**src/rtl/mpu_sample_framer_if.sv**
```systemverilog
// Byte-stream input and sample-stream output of the MPU-6050 sample framer.
// The framer takes the slave view; whoever feeds bytes and consumes samples takes the master view.
interface mpu_sample_framer_if;
    logic        in_valid;
    logic [3:0]  in_idx;
    logic [7:0]  in_data;
    logic        out_valid;
    logic        out_ready;
    logic [2:0]  out_axis;
    logic [15:0] out_sample;
    logic        out_last;

    modport master (
        output in_valid, in_idx, in_data, out_ready,
        input  out_valid, out_axis, out_sample, out_last
    );

    modport slave (
        input  in_valid, in_idx, in_data, out_ready,
        output out_valid, out_axis, out_sample, out_last
    );
endinterface

```
**src/rtl/mpu_sample_framer.sv**
```systemverilog
// Pairs MPU-6050 register bytes into a 6-axis frame and streams it one axis per beat.
// Optional per-axis IIR smoothing is enabled by defining MPU_IIR_FILTER_EN.
module mpu_sample_framer #(
    parameter int IIR_SHIFT  = 2,
    parameter int DROP_CNT_W = 8
) (
    input  logic                  clk,
    input  logic                  rst_n,
    mpu_sample_framer_if.slave    bus,
    output logic                  err_seq,
    output logic                  overrun,
    output logic [DROP_CNT_W-1:0] drop_cnt,
    output logic [15:0]           frame_cnt
);

    typedef enum logic {IDLE, STREAM} state_t;

    localparam logic [3:0] LAST_IDX  = 4'd11;
    localparam logic [2:0] LAST_AXIS = 3'd5;

    if (IIR_SHIFT < 0 || IIR_SHIFT > 7) begin : g_bad_shift
        $error("IIR_SHIFT must be in 0..7");
    end

    logic [3:0]  expect_idx;
    logic [7:0]  hi_byte;
    logic [15:0] cap       [0:5];
    logic [15:0] frame_raw [0:5];
    logic [15:0] frame_out [0:5];
    logic [15:0] obuf      [0:5];

    state_t      state_q, state_d;
    logic [2:0]  axis_q, axis_d;

    logic        accept, frame_done, out_hs, finishing, load, drop;

    // ------------------------------------------------------------------
    // Capture side: sequence check and high/low byte pairing
    // ------------------------------------------------------------------
    always_comb begin
        accept     = bus.in_valid && (bus.in_idx == expect_idx);
        frame_done = accept && (bus.in_idx == LAST_IDX);
        for (int i = 0; i < 5; i++) begin
            frame_raw[i] = cap[i];
        end
        // The Z-gyro sample is still being written this cycle; take it live.
        frame_raw[5] = {hi_byte, bus.in_data};
    end

    // NOTE: sequential state uses non-blocking (<=) so every register samples pre-edge values.
    always_ff @(posedge clk or negedge rst_n) begin
        if (!rst_n) begin
            expect_idx <= '0;
            hi_byte    <= '0;
            for (int i = 0; i < 6; i++) begin
                cap[i] <= '0;
            end
        end else if (bus.in_valid) begin
            if (accept) begin
                if (!bus.in_idx[0]) begin
                    hi_byte <= bus.in_data;
                end else begin
                    cap[bus.in_idx[3:1]] <= {hi_byte, bus.in_data};
                end
                expect_idx <= (bus.in_idx == LAST_IDX) ? 4'd0 : expect_idx + 4'd1;
            end else if (bus.in_idx == 4'd0) begin
                // Out-of-order byte that looks like a frame start restarts the frame.
                hi_byte    <= bus.in_data;
                expect_idx <= 4'd1;
            end else begin
                expect_idx <= 4'd0;
            end
        end
    end

    // ------------------------------------------------------------------
    // Load decision: the output buffer is free when idle or on its last beat
    // ------------------------------------------------------------------
    always_comb begin
        out_hs    = (state_q == STREAM) && bus.out_ready;
        finishing = out_hs && (axis_q == LAST_AXIS);
        load      = frame_done && ((state_q == IDLE) || finishing);
        drop      = frame_done && !load;
    end

`ifdef MPU_IIR_FILTER_EN
    logic signed [15:0] filt      [0:5];
    logic signed [15:0] filt_next [0:5];
    logic signed [16:0] filt_diff [0:5];
    logic signed [16:0] filt_step [0:5];
    logic               seeded;

    always_comb begin
        for (int i = 0; i < 6; i++) begin
            filt_diff[i] = $signed({frame_raw[i][15], frame_raw[i]}) - $signed({filt[i][15], filt[i]});
            filt_step[i] = filt_diff[i] >>> IIR_SHIFT;
            filt_next[i] = seeded ? filt[i] + filt_step[i][15:0] : $signed(frame_raw[i]);
            frame_out[i] = filt_next[i];
        end
    end

    always_ff @(posedge clk or negedge rst_n) begin
        if (!rst_n) begin
            seeded <= 1'b0;
            for (int i = 0; i < 6; i++) begin
                filt[i] <= '0;
            end
        end else if (load) begin
            seeded <= 1'b1;
            for (int i = 0; i < 6; i++) begin
                filt[i] <= filt_next[i];
            end
        end
    end
`else
    always_comb begin
        for (int i = 0; i < 6; i++) begin
            frame_out[i] = frame_raw[i];
        end
    end
`endif

    // NOTE: obuf is a data array with no reset; out_sample is gated by out_valid so stale contents never escape.
    always_ff @(posedge clk) begin
        if (load) begin
            for (int i = 0; i < 6; i++) begin
                obuf[i] <= frame_out[i];
            end
        end
    end

    // ------------------------------------------------------------------
    // Output FSM
    // ------------------------------------------------------------------
    always_ff @(posedge clk or negedge rst_n) begin
        if (!rst_n) begin
            state_q <= IDLE;
            axis_q  <= '0;
        end else begin
            state_q <= state_d;
            axis_q  <= axis_d;
        end
    end

    // NOTE: every always_comb output gets a default first so no path can infer a latch.
    always_comb begin
        state_d = state_q;
        axis_d  = axis_q;
        case (state_q)
            IDLE: begin
                if (load) begin
                    state_d = STREAM;
                    axis_d  = '0;
                end
            end
            STREAM: begin
                if (out_hs) begin
                    if (axis_q == LAST_AXIS) begin
                        // A coincident load keeps streaming without a bubble.
                        axis_d  = '0;
                        state_d = load ? STREAM : IDLE;
                    end else begin
                        axis_d = axis_q + 3'd1;
                    end
                end
            end
            default: begin
                state_d = IDLE;
                axis_d  = '0;
            end
        endcase
    end

    always_comb begin
        bus.out_valid  = (state_q == STREAM);
        bus.out_axis   = axis_q;
        bus.out_last   = bus.out_valid && (axis_q == LAST_AXIS);
        bus.out_sample = bus.out_valid ? obuf[axis_q] : 16'h0000;
    end

    // ------------------------------------------------------------------
    // Status pulses and counters
    // ------------------------------------------------------------------
    always_ff @(posedge clk or negedge rst_n) begin
        if (!rst_n) begin
            err_seq   <= 1'b0;
            overrun   <= 1'b0;
            drop_cnt  <= '0;
            frame_cnt <= '0;
        end else begin
            err_seq <= bus.in_valid && !accept;
            overrun <= drop;
            if (drop && (drop_cnt != {DROP_CNT_W{1'b1}})) begin
                drop_cnt <= drop_cnt + DROP_CNT_W'(1);
            end
            if (load) begin
                frame_cnt <= frame_cnt + 16'd1;
            end
        end
    end

endmodule
```
**src/flat_wrapper.sv**
```systemverilog
// flat-port wrapper written by rule: the top's interface ports become plain ports
module mpu_sample_framer_flat 
#(
    parameter int IIR_SHIFT  = 2,
    parameter int DROP_CNT_W = 8
)
  (clk, rst_n, err_seq, overrun, drop_cnt, frame_cnt, bus_in_valid, bus_in_idx, bus_in_data, bus_out_ready, bus_out_valid, bus_out_axis, bus_out_sample, bus_out_last);
  mpu_sample_framer_if bus_i ();
  input  logic clk;
  input  logic rst_n;
  output logic err_seq;
  output logic overrun;
  output logic [DROP_CNT_W-1:0] drop_cnt;
  output logic [15:0] frame_cnt;
  input wire logic [$bits(bus_i.in_valid)-1:0] bus_in_valid;
  input wire logic [$bits(bus_i.in_idx)-1:0] bus_in_idx;
  input wire logic [$bits(bus_i.in_data)-1:0] bus_in_data;
  input wire logic [$bits(bus_i.out_ready)-1:0] bus_out_ready;
  output wire logic [$bits(bus_i.out_valid)-1:0] bus_out_valid;
  output wire logic [$bits(bus_i.out_axis)-1:0] bus_out_axis;
  output wire logic [$bits(bus_i.out_sample)-1:0] bus_out_sample;
  output wire logic [$bits(bus_i.out_last)-1:0] bus_out_last;
  assign bus_i.in_valid = bus_in_valid;
  assign bus_i.in_idx = bus_in_idx;
  assign bus_i.in_data = bus_in_data;
  assign bus_i.out_ready = bus_out_ready;
  assign bus_out_valid = bus_i.out_valid;
  assign bus_out_axis = bus_i.out_axis;
  assign bus_out_sample = bus_i.out_sample;
  assign bus_out_last = bus_i.out_last;
  mpu_sample_framer #(.IIR_SHIFT(IIR_SHIFT), .DROP_CNT_W(DROP_CNT_W)) u_core (.clk(clk), .rst_n(rst_n), .bus(bus_i), .err_seq(err_seq), .overrun(overrun), .drop_cnt(drop_cnt), .frame_cnt(frame_cnt));
endmodule
```
**config.mk**
```make
export PLATFORM = sky130hd
export DESIGN_NAME = mpu_sample_framer_flat
export DESIGN_NICKNAME = d
export VERILOG_FILES = /design/src/rtl/mpu_sample_framer_if.sv /design/src/rtl/mpu_sample_framer.sv /design/src/flat_wrapper.sv
export SDC_FILE = /design/constraint.sdc
export NUM_CORES = 1
export LEC_CHECK = 0
export BUFFER_PORTS_ARGS = -buffer_cell sky130_fd_sc_hd__buf_2
export CELL_PAD_IN_SITES_DETAIL_PLACEMENT = 0
export CELL_PAD_IN_SITES_GLOBAL_PLACEMENT = 1
export CORE_ASPECT_RATIO = 1.2
export CORE_MARGIN = 2
export CORE_UTILIZATION = 45
export DETAILED_ROUTE_END_ITERATION = 16
export PLACE_DENSITY = 0.74
export RECOVER_POWER = 100
export SLEW_MARGIN = 10
export SYNTH_ARGS = -nofsm -noshare
export SYNTH_HDL_FRONTEND = slang
export SYNTH_SLANG_ARGS = --single-unit
```
**constraint.sdc**
```tcl
create_clock -name clk -period 10.5 [get_ports clk]
set_clock_uncertainty 0.1 [all_clocks]
set_input_delay 1.05 -clock clk [delete_from_list [all_inputs] [get_ports clk]]
set_output_delay 1.05 -clock clk [all_outputs]
set_load 0.03 [all_outputs]
```
Yosys cells after proc, flatten, opt, wreduce, memory -nomap -nowiden. Memory sizes are Yosys's and may differ from the RTL's. Index checks and enable logic that the tools add are counted.

Flip-flop bits (word level): 138. Bits in writable memories: 96. Output and inout bits: 47. Memories kept: 1.

Add/sub/neg operators: 4. $lt $le $gt $ge: 2. Equality and inequality tests: 7. Mux-type cells: 19. Bitwise logic cells: 2. Reductions and logical operators: 18.

Memory list: u_core.obuf (depth 6, bits a word 16, rd ports 1, clocked after Yosys merged registers in 0, write ports 6, line mpu_sample_framer.sv:30) `logic [15:0] obuf [0:5];`.

Operators by type and width (number): bitwise mux 96 bit (1); demux 16 bit (select 3 bit) (1); two-way mux 16 bit (2); two-way mux 8 bit (3); adder 16 x 1 -> 16 bit, second input constant (1); logical AND 1 bit (10); two-way mux 3 bit (3); adder 8 x 1 -> 8 bit, second input constant (1); two-way mux 4 bit (2); != test 8 bit, second input constant (1); case mux 3 bit (2 select lines) (1); AND reduction 3 bit (2); two-way mux 1 bit (5); adder 4 x 1 -> 4 bit, second input constant (1); equality test 4 bit (1); equality test 4 bit, second input constant (1); greater-or-equal comparator 4 bit, second input constant (1); logical NOT 4 bit (1); < comparator 4 x 1 -> 1 bit, second input constant (1); != test 2 bit, second input constant (2); inverter 3 -> 4 bit (1); adder 3 x 1 -> 3 bit, second input constant (1); equality test 3 bit, second input constant (1); logical NOT 1 bit (2); 6 further kinds (6).

Depth between registers and ports, before layout. Gate-level depths: netlist of the first run.

Depth in word-level cells: 8. Mapped depth: 7.

Worst setup path before layout of the first run. OpenSTA, ideal clock, no wires.

Path type: input to register. Start: input port bus_in_idx[2]. End: register u_core.frame_cnt[1]. Setup time: 86 ps. Arrival: 6464 ps. Setup slack: 3850 ps. Stages: 5. Cell sequence: buf_2 -> and4b_1 -> nand4_1 -> nor2_1 -> mux2_2.

Longest elaborated chain between the ends: 4. Elaborated cells between the ends (all ways): 5. Those cells by class: 2 x eq/ne; 3 x reduce/logical.

Ends and longest elaborated chain: from (decl) (line flat_wrapper.sv:16) `input wire logic [$bits(bus_i.in_idx)-1:0] bus_in_idx;`; equality test 4 bit (line mpu_sample_framer.sv:41) `accept = bus.in_valid && (bus.in_idx == expect_idx);`; logical AND 1 bit (line mpu_sample_framer.sv:41); logical AND 1 bit (*) (line mpu_sample_framer.sv:42) `frame_done = accept && (bus.in_idx == LAST_IDX);`; logical AND 1 bit (*) (line mpu_sample_framer.sv:82) `load = frame_done && ((state_q == IDLE) || finishing);`; named net u_core.load (line mpu_sample_framer.sv:35) `logic accept, frame_done, out_hs, finishing, load, drop;`; to (signal assigned) (line mpu_sample_framer.sv:197) `frame_cnt <= frame_cnt + 16'd1;`; to (decl) (line mpu_sample_framer.sv:13) `output logic [15:0] frame_cnt`.

Mark *: on every way through the listed nets, which the timed path passes. The rest lies on a longest branch. A chain may end at the register's enable or synchronous reset.

Worst setup path after layout of the first run.
Start: register u_core.axis_q[0], in the netlist u_core.bus.out_axis[0]. End: output port bus_out_sample[9].

Longest elaborated chain between the ends: 2.

Ends and longest elaborated chain: from (decl) (line mpu_sample_framer.sv:33) `logic [2:0] axis_q, axis_d;`; from (signal assigned) (line mpu_sample_framer.sv:141) `axis_q <= axis_d;`; memory (6 x 16 bit); two-way mux 16 bit (line mpu_sample_framer.sv:178) `bus.out_sample = bus.out_valid ? obuf[axis_q] : 16'h0000;`; to (decl) (line flat_wrapper.sv:21) `output wire logic [$bits(bus_i.out_sample)-1:0] bus_out_sample;`.

Every way passes these cells.

==> results of run 1 <==
==> per-stage QoR <==
step	setup WS, ps	std cells
3_5_place_dp	5970	838
4_1_cts	6470	877
6_report	5110	877
5_1_grt	4730	877
2_1_floorplan	3850	528
3_3_place_gp	6100	838
==> power groups by stage <==
stage                     clock network (W)  logic [W]  registers [W]
after detailed placement                  0  0.0000584       0.000960
after global routing               0.000901  0.0000565       0.000945
after floorplan                           0  0.0000367       0.000950
after global placement                    0  0.0000558       0.000957
final                              0.000848  0.0000502       0.000942
after CTS                          0.000863  0.0000592       0.000943
==> synth_stat cells, types with 2 or more instances <==
master / count
mux2_1: 11
buf_8: 3
dfrtp_1: 122
and2_1: 4
o211a_1: 16
clkbuf_1: 12
xnor2_1: 8
a21oi_1: 2
ha_1: 3
xor2_1: 16
and3_1: 4
and4b_1: 2
mux2i_1: 19
nor4_1: 11
nand2b_1: 4
mux2_4: 30
o2bb2ai_1: 3
nor3_1: 5
nor2_1: 4
mux4_2: 16
edfxtp_1: 96
nand3_1: 14
a31oi_1: 2
buf_4: 2
inv_1: 3
nor4_4: 3
mux2_2: 50
and4_1: 2
nand4b_1: 2
nand4_1: 6
nand2_1: 31
buf_2: 6
xnor2_2: 2
==> cell families after synthesis <==
group | Yosys count | synth area share (%)
adders and majority gates | 3 | 0.419
buffers and inverters | 27 | 1.76
DFF | 218 | 66.2
AOI/OAI and AO/OA | 29 | 2.95
xor gates and xnor gates | 27 | 3.02
and+or+nand+nor | 98 | 6.80
muxes | 126 | 18.8
==> cells in the final DEF (no fill, tap or decap), types with 7 or more instances in the layout <==
master / Yosys / layout
mux2_1: 11 / 37
nor4_1: 11 / 13
nand3_1: 14 / 14
clkbuf_16: 0 / 23
dfrtp_1: 122 / 121
nand4_1: 6 / 7
nand2_1: 31 / 31
o211a_1: 16 / 16
edfxtp_1: 96 / 96
clkbuf_1: 12 / 68
xnor2_1: 8 / 8
buf_2: 6 / 9
mux4_2: 16 / 16
xor2_1: 16 / 16
mux2_2: 50 / 49
mux2i_1: 19 / 19
==> routing by layer <==
metal	GRT usage, %	wire length [µm]	part of all wire, %
met3	2.96	813	4.6
met1	22.0	7500	42
met4	4.81	357	2.0
met5	0	0	0
met2	31.1	8990	51
==> worst paths after layout <==
kind / to / slack (ps) / cells past startpoint / start
max: bus_out_sample[9] / 5110 / 4 / u_core.bus.out_axis[0]
min: u_core.obuf[3][2] / 340 / 0 / u_core.cap[34]
max reg2reg: u_core.frame_cnt[1] / 6010 / 5 / u_core.expect_idx[2]
min reg2reg: u_core.obuf[3][2] / 340 / 0 / u_core.cap[34]
max in group asynchronous: u_core.cap[48] / 6630 / 2 / rst_n
min in group asynchronous: u_core.drop_cnt[0] / 1480 / 1 / rst_n
==> area by class of cell <==
class                           count  share of cell area [%]
Sequential cell                   218                    59.0
Multi-Input combinational cell    283                    26.9
Clock buffer                       31                    6.22
Tap cell                          261                    3.25
Timing Repair Buffer               73                    2.91
Clock inverter                      8                    1.65
Inverter                            3                   0.112
==> critical path, stage by stage, from the launching register on <==
cell and delay [ps]:
dfrtp_2 350, clkbuf_1 2140, mux4_2 720, o211a_1 270, clkbuf_1 230
==> state kept, by name, indices dropped and copies added, names as in the netlist <==
| signal | cells |
|---|---|
| u_core.obuf | 96 |
| u_core.cap | 80 |
| u_core.frame_cnt | 16 |
| u_core.drop_cnt | 8 |
| u_core.hi_byte | 8 |
| u_core.expect_idx | 4 |
| u_core.bus.out_axis | 3 |
| u_core.bus.out_valid | 1 |
| u_core.err_seq | 1 |
| u_core.overrun | 1 |
==> results.json, run 1 <==
{
  "insertion_delay_ps": 490,
  "finalNetCount": 620,
  "grt_util_all_layers_pct": 17.4,
  "swShare_pct": 19.7,
  "multi_input_area_mm2": 0.00270,
  "die_w_um": 133,
  "fin_setup_tns_ps": 0,
  "cp-start-kind": "register",
  "avgSynthCellArea_um2": 17.0,
  "io_pins": 63,
  "slew_violations": 218,
  "post-cts-setup-buffers": 0,
  "drc": 0,
  "antenna_left": 0,
  "drtIter0Drc": 242,
  "p_leak_nw": 4.37,
  "cts.sink_count": 218,
  "utilization_pct": 51.5,
  "num_vias": 4748,
  "finalInstanceArea_mm2": 0.0101,
  "synth_edf_count": 96,
  "cts_buffers": 22,
  "synthToLayoutAreaGrowth_pct": 12.3,
  "critPathKind": "register to output pin",
  "grt_pass1_vias": 5013,
  "cts.repair.resized": 0,
  "register_area_mm2": 0.00594,
  "cts.clk_slew.worst_paths_ps": 60,
  "clock.fmax_ghz": 0.185,
  "die_h_um": 159,
  "hold_path_class": "register to register",
  "globalRouteOverflowTotal": 0,
  "io_buffers": 62,
  "synth_top_area_share_pct": 34.1,
  "placement_rows": 56,
  "maxSlewHeadroom_pct": -109,
  "ys_seq_area_share_pct": 66.2,
  "cts-root-buf": "clkbuf_16",
  "coreArea_mm2": 0.0195,
  "avgRoutedWirePerCell_um": 20.1,
  "ys_warn_count": 0,
  "routabilityCongestion": 0.817,
  "antenna_found_initial": 0,
  "async_reset_ff_share_pct": 56.0,
  "critPathCaptureType": "output pin",
  "syn-instance-count": 528,
  "antenna_cells": 0,
  "finalHoldViolCount": 0,
  "cts_tree": "yes",
  "yosysUniqueCellTypes": 47,
  "viasPerCell": 5.41,
  "synth.area.top_cells": "dfrtp_1 (34%), edfxtp_1 (32%), mux2_2 (6.3%), mux2_4 (5.0%), mux4_2 (4.0%)",
  "die_area_mm2": 0.0211,
  "netlist_area_mm2": 0.00896,
  "start_util_pct": 45.8,
  "hold_buffers": 0,
  "wl_um": 17700,
  "failed_checks": "max-capacitance violations, max-slew violations",
  "whs_ps": 340,
  "pwr-share-seq_pct": 51.2,
  "final_layout_size_suffix_gt1_share_pct": 19.3,
  "clockPowerShare_pct": 46.1,
  "fin_crit_ps": 5390,
  "synth_seq_cells": 218,
  "internal_power_w": 0.00148,
  "first_pass_iters": 4,
  "grt_pass1_wl_um": 28300,
  "synth_ff_type": "dfrtp_1",
  "fin_crit_sh_pct": 51.3,
  "worst_pin_slew_ps": 3140,
  "cp_max_fo": 37,
  "fill_cells": 1650,
  "rsz0062_at_grt": "false",
  "synth_top_area_cell": "dfrtp_1",
  "powerDensity_mw_per_mm2": 183,
  "status": "complete, but fails checks",
  "grt_max_degree": 76,
  "power_w": 0.00184,
  "p_sw_w": 0.000363,
  "cp.required_ps": 9350,
  "ctsLongestPathBuffers": 3,
  "postSynthNetCount": 547,
  "place_area_mm2": 0.00955,
  "htree_levels": 1,
  "setup_viol": 0,
  "combPwrFrac_pct": 2.7,
  "ir_drop_mv": 0.136,
  "hpwl_um": 10800,
  "worst-endpoint-arrival_ps": 4240,
  "max_cap_violations": 7
}
Power figures use the tool's default switching activity.
==> run 2, diff against run 1 <==
- ABC_AREA: default -> 1
- PLACE_DENSITY: 0.74 -> 0.79
- clock period: 10.5 -> 5.5 ns (I/O delays scaled with it)
==> results.json, run 2 <==
{
  "grt_pass1_wl_um": 30600,
  "finalNetCount": 959,
  "finalHoldViolCount": 0,
  "globalRouteOverflowTotal": 0,
  "final_layout_size_suffix_gt1_share_pct": 5.02,
  "io_buffers": 62,
  "synth.area.top_cells": "dfrtp_1 (34%), edfxtp_1 (32%), nand2_1 (9.5%), o21ai_0 (4.0%), o21ai_1 (3.1%)",
  "coreArea_mm2": 0.0196,
  "first_pass_iters": 5,
  "ys_warn_count": 0,
  "synth_seq_cells": 218,
  "synth_common_cells": "nand2_1 (229), dfrtp_1 (122), edfxtp_1 (96)",
  "num_vias": 6091,
  "max_cap_violations": 1,
  "insertion_delay_ps": 490,
  "yosysUniqueCellTypes": 30,
  "failed_checks": "max-capacitance violations, max-slew violations",
  "largest_reg_flops": 96,
  "cts-root-buf": "clkbuf_16",
  "status": "complete, but fails checks",
  "fin_crit_sh_pct": 78.2,
  "synth_edf_count": 96,
  "syn-instance-count": 885,
  "hold_path_class": "primary input to async pin",
  "cts.sink_count": 218,
  "fin_setup_tns_ps": 0,
  "die_w_um": 133,
  "worst-endpoint-arrival_ps": 4390,
  "hpwl_um": 11200,
  "cp.required_ps": 5590,
  "viasPerCell": 5.00,
  "cts_buffers": 22,
  "power_w": 0.00389,
  "start_util_pct": 46.0,
  "powerDensity_mw_per_mm2": 385,
  "drc": 0,
  "ctsLongestPathBuffers": 3,
  "drtIter0Drc": 480,
  "slew_violations": 48,
  "wl_um": 18800,
  "cts_tree": "yes",
  "register_area_mm2": 0.00594,
  "htree_levels": 1,
  "io_pins": 63,
  "ys_seq_area_share_pct": 65.8,
  "met1Wirelength_um": 8450,
  "wl_met2_um": 9300,
  "placement_rows": 56,
  "fin_crit_ps": 4300,
  "netlist_area_mm2": 0.00901,
  "grt_pass1_vias": 5870,
  "hold_buffers": 0,
  "cp-start-kind": "register",
  "worst_pin_slew_ps": 2600,
  "ir_drop_mv": 0.189,
  "multi_input_area_mm2": 0.00255,
  "antenna_left": 0,
  "cp_max_fo": 76,
  "critPathCaptureType": "register",
  "whs_ps": 111,
  "final_common_cell": "nand2_1",
  "synth_top_area_cell": "dfrtp_1",
  "maxSlewHeadroom_pct": -73.1,
  "mostFrequentLayoutCells": "nand2_1 (235), dfrtp_1 (122), o21ai_0 (121)",
  "post-cts-setup-buffers": 0,
  "antenna_cells": 0,
  "highest-signal-layer": "met4",
  "largest-register": "u_core.obuf",
  "dr_wl_met3_um": 744,
  "grt_util_all_layers_pct": 18.1,
  "fill_cells": 1802,
  "synth_top_area_share_pct": 33.9,
  "antenna_found_initial": 0,
  "die_area_mm2": 0.0212,
  "postSynthNetCount": 904,
  "avgSynthCellArea_um2": 10.2,
  "critPathKind": "register to register",
  "grt_max_degree": 77,
  "die_h_um": 159,
  "synth_most_common_cell": "nand2_1",
  "p_leak_nw": 4.26,
  "synth_ff_type": "dfrtp_1",
  "cts.clk_slew.worst_paths_ps": 60,
  "routabilityCongestion": 0.809,
  "synthToLayoutAreaGrowth_pct": 12.3,
  "setup_viol": 0,
  "async_reset_ff_share_pct": 56.0,
  "reg_top3": "u_core.obuf: 96 flops, u_core.cap: 80 flops, u_core.frame_cnt: 16 flops",
  "rsz0062_at_grt": "false",
  "cts.repair.resized": 0,
  "avgRoutedWirePerCell_um": 15.4,
  "clock.fmax_ghz": 0.232
}
==> run 2: changes by cell type in the layout (fill, tap and decap cells not counted), sizes merged, moves of 8 or more <==
cell	delta
o211a	-16
mux2	-91
nand2	+204
o211ai	+15
a21oi	+14
xor2	-8
mux4	-16
nor4	-14
nand3	+27
nor2	+74
inv	+72
mux2i	-19
o21ai	+127
==> run 2: layout make-up <==
type	count	share of cell area (%)
clock buffer	34	6.39
clock inverter	6	0.779
inverter	78	2.92
multi-input combinational	553	25.2
sequential	218	58.6
tap	261	3.23
timing repair buffer	67	2.84
==> run 2: metal layers <==
layer	global-route usage, %	vias up
li1	-	3037
met1	23.9	2902
met2	32.0	124
met3	2.13	28
met4	4.45	0
met5	0	-
==> run 2: power by group <==
group | total [W] | leakage (nW) | switching (W) | internal, W
logic | 0.000560 | 1.43 | 0.000408 | 0.000152
registers | 0.00185 | 2.47 | 0.0000710 | 0.00178
clock network | 0.00148 | 0.356 | 0.000582 | 0.000902
==> run 2: critical path: stages, from the launching register on <==
cell and delay [ps]:
dfrtp_1 720, inv_1 640, nand3_1 230, o21ai_0 480, nand2_1 570, inv_4 900, buf_12 290
==> run 2: cell families (layout without fill, tap and decap cells) <==
kind of cell | Yosys count | count (layout) | synth area share, %
AO/OA/AOI/OAI | 163 | 163 | 9.55
XOR/XNOR | 20 | 20 | 1.94
adder cells (fa/ha/maj) | 3 | 3 | 0.416
buffers and inverters | 114 | 185 | 5.23
flip-flops | 218 | 218 | 65.8
AND/OR/NAND/NOR | 367 | 367 | 17.0
==> run 2: path summary, 6_finish.rpt <==
| kind | from | to | slack [ps] | cells past startpoint |
|---|---|---|---|---|
| max in group asynchronous | rst_n | u_core.drop_cnt[7] | 2200 | 2 |
| min in group clk | bus_in_data[6] | u_core.obuf[5][6] | 200 | 1 |
| min | rst_n | u_core.cap[78] | 110 | 1 |
| max | u_core.bus.out_axis[1] | u_core.obuf[2][3] | 1200 | 6 |
| max reg2reg | u_core.bus.out_axis[1] | u_core.obuf[2][3] | 1200 | 6 |
| min reg2reg | u_core.cap[81] | u_core.obuf[0][1] | 350 | 0 |
==> run 2: per-stage QoR <==
stage / util [%] / area, µm² / worst slack, ps / instances
3_3_place_gp: 48.6 / 9530 / 1870 / 1177
2_1_floorplan: - / 9010 / 2940 / 885
6_report: 51.6 / 10100 / 1200 / 1217
3_5_place_dp: 48.6 / 9530 / 1760 / 1177
5_1_grt: 51.6 / 10100 / 816 / 1217
4_1_cts: 52.3 / 10300 / 1650 / 1217
